**src/rtl/mem_arbiter.sv**
```systemverilog
// Arbitrates the single SRAM port between instruction fetch and the MEM stage.
// MEM wins ties; accesses take ACCESS_CYCLES clocks and run back-to-back while stalled.
module mem_arbiter #(
  parameter int ACCESS_CYCLES = 2,
  parameter int AW            = 16,
  parameter int DW            = 16
) (
  input  logic          emi_clk,
  input  logic          emi_rst,
  input  logic          if_req,
  input  logic [AW-1:0] if_addr,
  output logic [DW-1:0] if_rdata,
  output logic          if_ready,
  input  logic [1:0]    mem_rwe,
  input  logic [AW-1:0] mem_addr,
  input  logic [DW-1:0] mem_wdata,
  output logic [DW-1:0] mem_rdata,
  output logic          mem_ready,
  output logic          stall,
  output logic [AW-1:0] ram_addr,
  output logic [DW-1:0] ram_dout,
  output logic          ram_data_oe,
  input  logic [DW-1:0] ram_din,
  output logic          ram_ce_n,
  output logic          ram_oe_n,
  output logic          ram_we_n,
  output logic [1:0]    dbg_state
);

  // Handshake: a requester holds its request stable while stall=1; its ready
  // flag rises once served and stays high until an edge with stall=0.

  typedef enum logic [1:0] {
    ST_IDLE = 2'd0,
    ST_DRD  = 2'd1,
    ST_DWR  = 2'd2,
    ST_IRD  = 2'd3
  } state_t;

  localparam logic [3:0] LAST_CNT = 4'(ACCESS_CYCLES - 1);

  state_t        r_state;
  state_t        w_next_state;
  logic [3:0]    r_cnt;
  logic [3:0]    w_next_cnt;
  logic          r_if_done;
  logic          r_mem_done;
  logic [DW-1:0] r_if_rdata;
  logic [DW-1:0] r_mem_rdata;
  logic [AW-1:0] r_ram_addr;
  logic [DW-1:0] r_ram_dout;

  logic w_mem_op;
  logic w_mem_pend;
  logic w_if_pend;
  logic w_last;
  logic w_launch;
  logic w_mem_fin;
  logic w_if_fin;
  logic w_mem_go;
  logic w_if_go;
  logic w_stall;
  logic w_ce_n;
  logic w_oe_n;
  logic w_we_n;
  logic w_data_oe;

  assign w_mem_op   = (mem_rwe == 2'b01) || (mem_rwe == 2'b10);
  assign w_mem_pend = w_mem_op & ~r_mem_done;
  assign w_if_pend  = if_req & ~r_if_done;
  assign w_last     = (r_state != ST_IDLE) && (r_cnt == LAST_CNT);
  assign w_launch   = (r_state == ST_IDLE) || w_last;
  assign w_mem_fin  = w_last && ((r_state == ST_DRD) || (r_state == ST_DWR));
  assign w_if_fin   = w_last && (r_state == ST_IRD);
  // A request finishing on this edge is not yet visible in its done flag.
  assign w_mem_go   = w_mem_pend & ~w_mem_fin;
  assign w_if_go    = w_if_pend & ~w_if_fin;

  always_ff @(posedge emi_clk or negedge emi_rst) begin
    if (!emi_rst) begin
      r_state <= ST_IDLE;
      r_cnt   <= 4'd0;
    end else begin
      r_state <= w_next_state;
      r_cnt   <= w_next_cnt;
    end
  end

  always_comb begin
    w_next_state = r_state;
    w_next_cnt   = r_cnt + 4'd1;
    if (w_launch) begin
      w_next_cnt = 4'd0;
      if (w_mem_go)
        w_next_state = (mem_rwe == 2'b01) ? ST_DRD : ST_DWR;
      else if (w_if_go)
        w_next_state = ST_IRD;
      else
        w_next_state = ST_IDLE;
    end
  end

  always_comb begin
    w_ce_n    = 1'b1;
    w_oe_n    = 1'b1;
    w_we_n    = 1'b1;
    w_data_oe = 1'b0;
    w_stall   = w_mem_pend | w_if_pend | (r_state != ST_IDLE);
    case (r_state)
      ST_DRD, ST_IRD: begin
        w_ce_n = 1'b0;
        w_oe_n = 1'b0;
      end
      ST_DWR: begin
        w_ce_n    = 1'b0;
        w_data_oe = 1'b1;
        // Last write cycle releases we_n while data is still driven (hold time).
        w_we_n    = (r_cnt == LAST_CNT);
      end
      default: ;
    endcase
  end

  always_ff @(posedge emi_clk or negedge emi_rst) begin
    if (!emi_rst) begin
      r_if_done   <= 1'b0;
      r_mem_done  <= 1'b0;
      r_if_rdata  <= '0;
      r_mem_rdata <= '0;
      r_ram_addr  <= '0;
      r_ram_dout  <= '0;
    end else begin
      if (!w_stall) begin
        r_if_done  <= 1'b0;
        r_mem_done <= 1'b0;
      end else begin
        if (w_mem_fin) r_mem_done <= 1'b1;
        if (w_if_fin)  r_if_done  <= 1'b1;
      end
      if (w_mem_fin && (r_state == ST_DRD)) r_mem_rdata <= ram_din;
      if (w_if_fin) r_if_rdata <= ram_din;
      if (w_launch && w_mem_go) begin
        r_ram_addr <= mem_addr;
        if (mem_rwe == 2'b10) r_ram_dout <= mem_wdata;
      end else if (w_launch && w_if_go) begin
        r_ram_addr <= if_addr;
      end
    end
  end

  assign if_rdata    = r_if_rdata;
  assign if_ready    = r_if_done;
  assign mem_rdata   = r_mem_rdata;
  assign mem_ready   = r_mem_done;
  assign stall       = w_stall;
  assign ram_addr    = r_ram_addr;
  assign ram_dout    = r_ram_dout;
  assign ram_data_oe = w_data_oe;
  assign ram_ce_n    = w_ce_n;
  assign ram_oe_n    = w_oe_n;
  assign ram_we_n    = w_we_n;
  assign dbg_state   = r_state;

endmodule

```
**config.mk**
```make
export PLATFORM = sky130hd
export DESIGN_NAME = mem_arbiter
export DESIGN_NICKNAME = d
export VERILOG_FILES = /design/src/rtl/mem_arbiter.sv
export SDC_FILE = /design/constraint.sdc
export NUM_CORES = 1
export LEC_CHECK = 0
export BUFFER_PORTS_ARGS = -buffer_cell sky130_fd_sc_hd__buf_2
export CAP_MARGIN = 0
export CELL_PAD_IN_SITES_DETAIL_PLACEMENT = 0
export CELL_PAD_IN_SITES_GLOBAL_PLACEMENT = 1
export CORE_ASPECT_RATIO = 0.5
export CORE_UTILIZATION = 39
export CTS_CLUSTER_DIAMETER = 40
export CTS_CLUSTER_SIZE = 16
export DETAILED_ROUTE_END_ITERATION = 10
export GPL_TIMING_DRIVEN = 0
export PLACE_DENSITY_LB_ADDON = 0.1
export SETUP_SLACK_MARGIN = 0.4
export SYNTH_ARGS = -nofsm -noshare
export SYNTH_HDL_FRONTEND = slang
export SYNTH_SLANG_ARGS = --single-unit
```
**constraint.sdc**
```tcl
create_clock -name emi_clk -period 6.3 [get_ports emi_clk]
set_clock_uncertainty 0.2 [all_clocks]
set_input_delay 0.63 -clock emi_clk [delete_from_list [all_inputs] [get_ports emi_clk]]
set_output_delay 0.63 -clock emi_clk [all_outputs]
set_load 0.1 [all_outputs]
```
Word-level counts from Yosys, hierarchy flattened
Cells that the tools add are included.
{"block": "op_classes", "add_sub_neg": 1, "eq_ne": 8, "mux": 14, "bitwise": 10, "n_reduce_logical": 15}
{"cell": "$mux 16", "n": 2}
{"cell": "$mux 1", "n": 8}
{"cell": "$eq 2x2->1 const B", "n": 3}
{"cell": "$logic_and 1x1->1", "n": 6}
{"cell": "$mux 2", "n": 3}
{"cell": "$add 4x1->4 const B", "n": 1}
{"cell": "$and 1x1->1", "n": 4}
{"cell": "$eq 2x1->1 const B", "n": 2}
{"cell": "$eq 4x1->1 const B", "n": 1}
{"cell": "$mux 4", "n": 1}
{"cell": "$ne 2x1->1 const B", "n": 2}
{"cell": "$not 1->1", "n": 4}
{"cell": "$reduce_bool 2->1", "n": 2}
{"cell": "$logic_or 1x1->1", "n": 3}
{"cell": "$reduce_or 3->1", "n": 1}
{"cell": "$logic_not 2->1", "n": 1}
{"cell": "$or 1x1->1", "n": 2}
{"cell": "$reduce_and 2->1", "n": 1}
{"cell": "$reduce_or 2->1", "n": 1}
{"block": "totals", "ff_bits": 72, "elab_cells": 56}

Logic depth before layout (Yosys ltp)
Gate-level depths: netlist of run 1.
{"block": "depth", "word_depth": 8, "mapped_depth": 8}

Worst setup path before layout of run 1
OpenSTA, ideal clock, no wires.
{"block": "synth_path", "kind": "reg2reg", "from": "reg r_state[0], in the netlist dbg_state[0]", "to": "reg r_ram_addr[0], in the netlist ram_addr[0]", "setup_ns": 0.126, "arrival_ns": 3.381, "required_time_ns": 5.974, "setup_slack_ns": 2.593, "stages_incl_launch_ff": 9, "n_path_buf": 2, "cell_sequence": "dfrtp_1 > inv_1 > ha_1 > buf_4 > nor4b_4 > a21oi_1 > o21ai_4 > buf_8 > mux2_2"}
{"block": "synth_via", "elab_chain_cells": 7, "elab_cells_between_ends": 18}
{"item": "start, declared", "line_no": "42", "text": "state_t r_state;"}
{"item": "start signal, assigned", "line_no": "84", "text": "r_state <= w_next_state;"}
{"item": "$eq 2x1->1, or another cell as far along", "line_no": "73", "text": "assign w_mem_fin = w_last && ((r_state == ST_DRD) || (r_state == ST_DWR));"}
{"item": "$logic_or 1x1->1 / $logic_and 1x1->1 (equally long branches)", "line_no": "73, 71"}
{"item": "$logic_and 1x1->1 (on tied branches)", "line_no": "73, 74"}
{"item": "$not 1->1 (on tied branches)", "line_no": "76, 77"}
{"item": "$and 1x1->1 (on tied branches)", "line_no": "76, 77"}
{"item": "$logic_and 1x1->1 (on tied branches)", "line_no": "142, 145"}
{"item": "$mux 16 / $reduce_bool 2->1 (equally long branches)"}
{"item": "end signal, assigned", "line_no": "143", "text": "r_ram_addr <= mem_addr;"}
{"item": "end signal, assigned", "line_no": "146", "text": "r_ram_addr <= if_addr;"}
{"item": "end, declared", "line_no": "50", "text": "logic [AW-1:0] r_ram_addr;"}
Parallel ways exist; a longest one is shown, timed or not.
A chain may end at the register's enable or synchronous reset.

Final worst setup path of run 1
{"block": "layout_path", "from": "in mem_rwe[0]", "to": "out stall"}
{"block": "layout_via", "elab_chain_cells": 5, "elab_cells_between_ends": 6}
{"item": "start, declared", "line_no": "14", "text": "input logic [1:0] mem_rwe,"}
{"item": "$eq 2x1->1 / $eq 2x2->1 (equally long branches)", "line_no": "68", "text": "assign w_mem_op = (mem_rwe == 2'b01) || (mem_rwe == 2'b10);"}
{"item": "$logic_or 1x1->1 (*)", "line_no": "68"}
{"item": "$and 1x1->1 (*)", "line_no": "69", "text": "assign w_mem_pend = w_mem_op & ~r_mem_done;"}
{"item": "$or 1x1->1 (*) (2 in series)", "line_no": "108", "text": "w_stall = w_mem_pend | w_if_pend | (r_state != ST_IDLE);"}
{"item": "end, declared", "line_no": "19", "text": "output logic stall,"}
Every way passes the cells marked *; elsewhere a longest branch is shown, timed or not.

==> results of run 1 <==
-- synth_stat cells --
library cell / n / area (um2)
a21oi_1: 1 / 5.00
buf_1: 1 / 3.75
buf_6: 1 / 11.3
o21ai_2: 1 / 8.76
xnor2_1: 1 / 8.76
o21ai_4: 1 / 16.3
buf_8: 1 / 15.0
a22o_1: 1 / 8.76
dfrtp_1: 72 / 1800
nor4b_4: 1 / 23.8
clkbuf_1: 1 / 3.75
nand3_2: 1 / 10.0
nor3b_1: 1 / 7.51
inv_1: 6 / 22.5
ha_1: 8 / 100
and2_1: 1 / 6.26
buf_4: 1 / 7.51
a21boi_0: 1 / 7.51
mux2_2: 80 / 901
nor2b_1: 1 / 6.26
nor2_1: 6 / 22.5
nand2b_1: 2 / 12.5
or2_2: 2 / 12.5
nand2_2: 1 / 6.26
nand3_1: 2 / 10.0
buf_2: 2 / 10.0
nor4b_2: 1 / 15.0
xor2_1: 1 / 8.76
o22ai_1: 2 / 12.5
nand2_1: 1 / 3.75
o211ai_2: 1 / 12.5
a21oi_2: 1 / 8.76
-- cell type report --
| class | instances | area, um2 | share of cell area (%) |
|---|---|---|---|
| clock buffers | 11 | 243 | 5.72 |
| flip-flops and latches | 72 | 1800 | 42.5 |
| clock inverters | 4 | 45.0 | 1.06 |
| multi-input cells | 119 | 1230 | 29.1 |
| repair buffers | 141 | 708 | 16.7 |
| well taps | 108 | 135 | 3.19 |
| plain buffers | 7 | 51.3 | 1.21 |
| inverters | 6 | 22.5 | 0.531 |
-- path summary, 6_finish.rpt --
check                             start     endpoint  slack [ns]  cells after the start
setup / recovery             mem_rwe[0]        stall        3.55                      6
hold / removal                  emi_rst  ram_addr[1]        0.21                      1
setup reg to reg           dbg_state[0]  ram_addr[0]        3.59                      8
hold reg to reg             ram_addr[6]  ram_addr[6]        0.30                      1
max in group asynchronous       emi_rst  if_rdata[0]        5.09                      1
min in group emi_clk        ram_addr[6]  ram_addr[6]        0.30                      1
-- metrics by stage --
stage          hold WS [ns]  util, %  setup slack (ns)  area [um2]  cells
2_1_floorplan         0.134        -              2.59        3110    204
3_3_place_gp          0.275     52.6              3.54        3950    453
3_5_place_dp          0.287     52.6              3.55        3950    453
4_1_cts               0.259     56.4              3.54        4240    468
5_1_grt               0.296     56.4              3.43        4240    468
6_report              0.206     56.4              3.55        4240    468
-- registers in the layout, summed over array words and instances (netlist names) --
name	flops
if_rdata	16
mem_rdata	16
ram_addr	16
ram_dout	16
r_cnt	4
dbg_state	2
if_ready	1
mem_ready	1
-- routing by layer --
metal  GRT usage [%]  wire, um
met3            8.31       571
met5               0         0
met2            27.0      3000
met4            4.85        36
met1            18.8      2780
-- cells by family (layout without fill, tap and decap cells) --
kind of cell	count (synthesis)	after routing	share of synthesized area, %
muxes	80	80	29.0
DFF	72	72	57.9
xor gates and xnor gates	2	2	0.563
AOI/OAI and AO/OA	9	9	2.57
and+or+nand+nor	20	20	4.38
buffers and inverters	13	169	2.37
adders and majority gates	8	8	3.22
==> impl_metrics.ini, run 1 <==
[status]
status = finished clean

[critical_path]
crit_family = buffers and inverters
cp.required_ns = 5.47
cp_slowest_cell = buf_2
cp-end-kind = primary output
crit_chain = buf_2 -> inv_1 -> ha_1 -> or2_2 -> nand3_1 -> buf_2
cp_max_fo = 2
critPathLaunchType = input pin
slowest_delay_ns = 0.44
critPathKind = input pin to primary output
crit_top_cell = buf_2
path_buf_inv = 3
crit_arrival_ns = 1.92

[synthesis]
syn-instance-count = 204
netlist_area_um2 = 3110
ys_seq_elements = 72
yosysWarnings = 0
ys_seq_area_share_pct = 57.9
synth_cell_types = 32
synth.net_count = 281
avgSynthCellArea_um2 = 15.2

[sta]
finalSetupViolations = 0
max_slew.worst_pin.slew_ns = 0.889
hold_viol = 0
slew_headroom_pct = 40.8
slew_viol_final = 0
fin_crit_ns = 2.75
finalCritPeriodShare_pct = 43.6
rsz0062_at_grt = false
max_freq_ghz = 0.364
tns_ns = 0

[final_layout]
mostFrequentLayoutCells = buf_2, mux2_2, dfrtp_1
fillers = 659
fin_nets = 433
n_antenna_cell = 0
layout-drive-gt1-share_pct = 69.4
layout_commonest_cell = buf_2
synthToLayoutAreaGrowth_pct = 36.4

[route]
avgViaCountPerCell = 4.55
drc = 0
wire_per_inst_um = 13.6
wl_um = 6380
ant_nets = 0
drt-initial-drc-count = 47
drt_first_pass_iters = 4
num_vias = 2128

[floorplan]
dieWidth_um = 128
coreArea_um2 = 7510
ios = 142
rows = 22
dieHeight_um = 65.2
die_area_um2 = 8360
start_util_pct = 41.4

[run]
maxCapViolations = 0

[grt]
grt_max_degree = 73
grt_usage_pct = 16.4
overflow = 0
grt_pass1_wl_um = 10200
grt_pass1_vias = 2190
antenna_found_initial = 0

[clock_network]
htreeDepth = 3
postCtsSetupBuffers = 0
ctsRootBufferMaster = clkbuf_16
cts_buffers = 9
cts_buffer_depth = 2
cts_resized = 0
insertion_delay_ns = 0.32
hold_buffers = 0
clk_pin_slew_ns = 0.05
cts_tree = done
clock_sinks = 72

[place]
gp_congestion = 0.714
io_buffers = 141
hpwl_um = 4760

[worst_hold_path]
hold_class = input pin to asynchronous set/reset pin
Power of run 1 is left out: the tool's default activity adds up to more than one toggle a clock period on the data nets, which glitch-free logic cannot reach.
==> run 2: changes to the inputs <==
CORE_UTILIZATION = 33   (was 39)
clock period = 2.3 ns   (was 6.3 ns; I/O delays follow)
==> impl_metrics.ini, run 2 (same netlist as run 1, synthesis figures left out) <==
[grt]
grt_max_degree = 73
grt_pass1_wl_um = 12700
overflow = 0
grt_usage_pct = 16.8
antenna_found_initial = 0
grt_pass1_vias = 2530

[critical_path]
path_buf_inv = 4
cp_max_fo = 4
critPathKind = flop to flop
cp-end-kind = flop
crit_arrival_ns = 2.28
cp.required_ns = 2.31
critPathLaunchType = flop
crit_family = buffers and inverters
slowest_delay_ns = 0.43
cp_slowest_cell = dfrtp_4
crit_chain = inv_4 -> ha_4 -> buf_8 -> nor4b_4 -> buf_4 -> a21oi_4 -> o21ai_4 -> clkbuf_16 -> mux2_4

[final_layout]
fin_nets = 495
layout-drive-gt1-share_pct = 70.0
mostFrequentLayoutCells = buf_2, dfrtp_1, mux2_2
fillers = 714
fin_area_um2 = 5280
synthToLayoutAreaGrowth_pct = 69.8
n_antenna_cell = 0
layout_commonest_cell = buf_2

[floorplan]
coreArea_um2 = 8920
start_util_pct = 34.9
rows = 24
ios = 142
die_area_um2 = 9840
dieWidth_um = 139
dieHeight_um = 70.7

[sta]
fin_ws_ns = 0.0304
fin_crit_ns = 2.27
rsz0062_at_grt = true
finalSetupViolations = 0
hold_ws_ns = 0.0625
slew_headroom_pct = 39.4
slew_viol_final = 0
finalCritPeriodShare_pct = 98.7
max_freq_ghz = 0.441
max_slew.worst_pin.slew_ns = 0.910
hold_viol = 0
tns_ns = 0

[route]
wire_per_inst_um = 14.5
drc = 0
drt_first_pass_iters = 6
wl_um = 7840
drt-initial-drc-count = 56
num_vias = 2397
avgViaCountPerCell = 4.44
ant_nets = 0

[place]
io_buffers = 141
place_area_um2 = 4060
hpwl_um = 4970
gp_congestion = 0.715
dp_slack_ns = -0.233

[clock_network]
cts_tree = done
clock_sinks = 72
cts_buffers = 9
ctsRootBufferMaster = clkbuf_16
htreeDepth = 3
clk_pin_slew_ns = 0.05
insertion_delay_ns = 0.33
cts_buffer_depth = 2

[worst_hold_path]
hold_class = input pin to flop

[status]
status = finished clean

[run]
maxCapViolations = 0
-- run 2: changes by cell type in the layout (fill, tap and decap cells not counted), moves of 4 or more --
cell           before  now
buf_6               1   10
buf_4               2   18
buf_8               1    5
mux2_2             80   48
buf_12              0    6
buf_2             142  135
ha_1                8    4
dlygate4sd3_1       0   33
mux2_4              0   32
-- run 2: repair_timing --
action | in CTS | in global routing
setup endpoints to repair | 72 | 71
hold buffers | 33 | 0
setup buffers | 20 | 6
resized for setup | 50 | 27
hold endpoints to repair | 120 | 0
pin swaps | 7 | 3
gates cloned | 3 | 0
-- run 2: per-stage QoR --
| step | utilization, % | std cells |
|---|---|---|
| after floorplan | - | 204 |
| final | 59.2 | 540 |
| after CTS | 57.6 | 534 |
| after global placement | 45.5 | 462 |
| after global routing | 59.2 | 540 |
| after detailed placement | 45.6 | 462 |
-- run 2: worst register-to-register path, stage by stage, from the launching register on --
cell,delay [ns]
dfrtp_4,0.43
inv_4,0.04
ha_4,0.16
buf_8,0.12
nor4b_4,0.19
buf_4,0.18
a21oi_4,0.07
o21ai_4,0.27
clkbuf_16,0.20
mux2_4,0.29
-- run 2: layout make-up --
class | instances | area (um2) | area share, %
Multi-Input combinational cell | 119 | 1500 | 28.3
Tap cell | 117 | 146 | 2.77
Inverter | 6 | 27.5 | 0.521
Buffer | 7 | 101 | 1.92
Clock inverter | 6 | 60.1 | 1.14
Sequential cell | 72 | 1810 | 34.2
Timing Repair Buffer | 203 | 1410 | 26.8
Clock buffer | 10 | 229 | 4.33
-- run 2: path summary, 6_finish.rpt --
check / start / to / cells after the start / slack [ns]
max: dbg_state[1] / ram_addr[11] / 9 / 0.03
min: mem_addr[6] / ram_addr[6] / 3 / 0.06
max reg2reg: dbg_state[1] / ram_addr[11] / 9 / 0.03
min reg2reg: r_cnt[0] / r_cnt[0] / 1 / 0.29
max in group asynchronous: emi_rst / dbg_state[1] / 2 / 0.85
min in group asynchronous: emi_rst / ram_addr[12] / 2 / 0.38
-- run 2: metal layers --
layer	global-route usage, %	part of all wire (%)
met1	20.9	45
met2	26.6	47
met3	7.45	7.6
met4	5.19	0.73
met5	0	0
Power of run 2 is left out for the same reason.
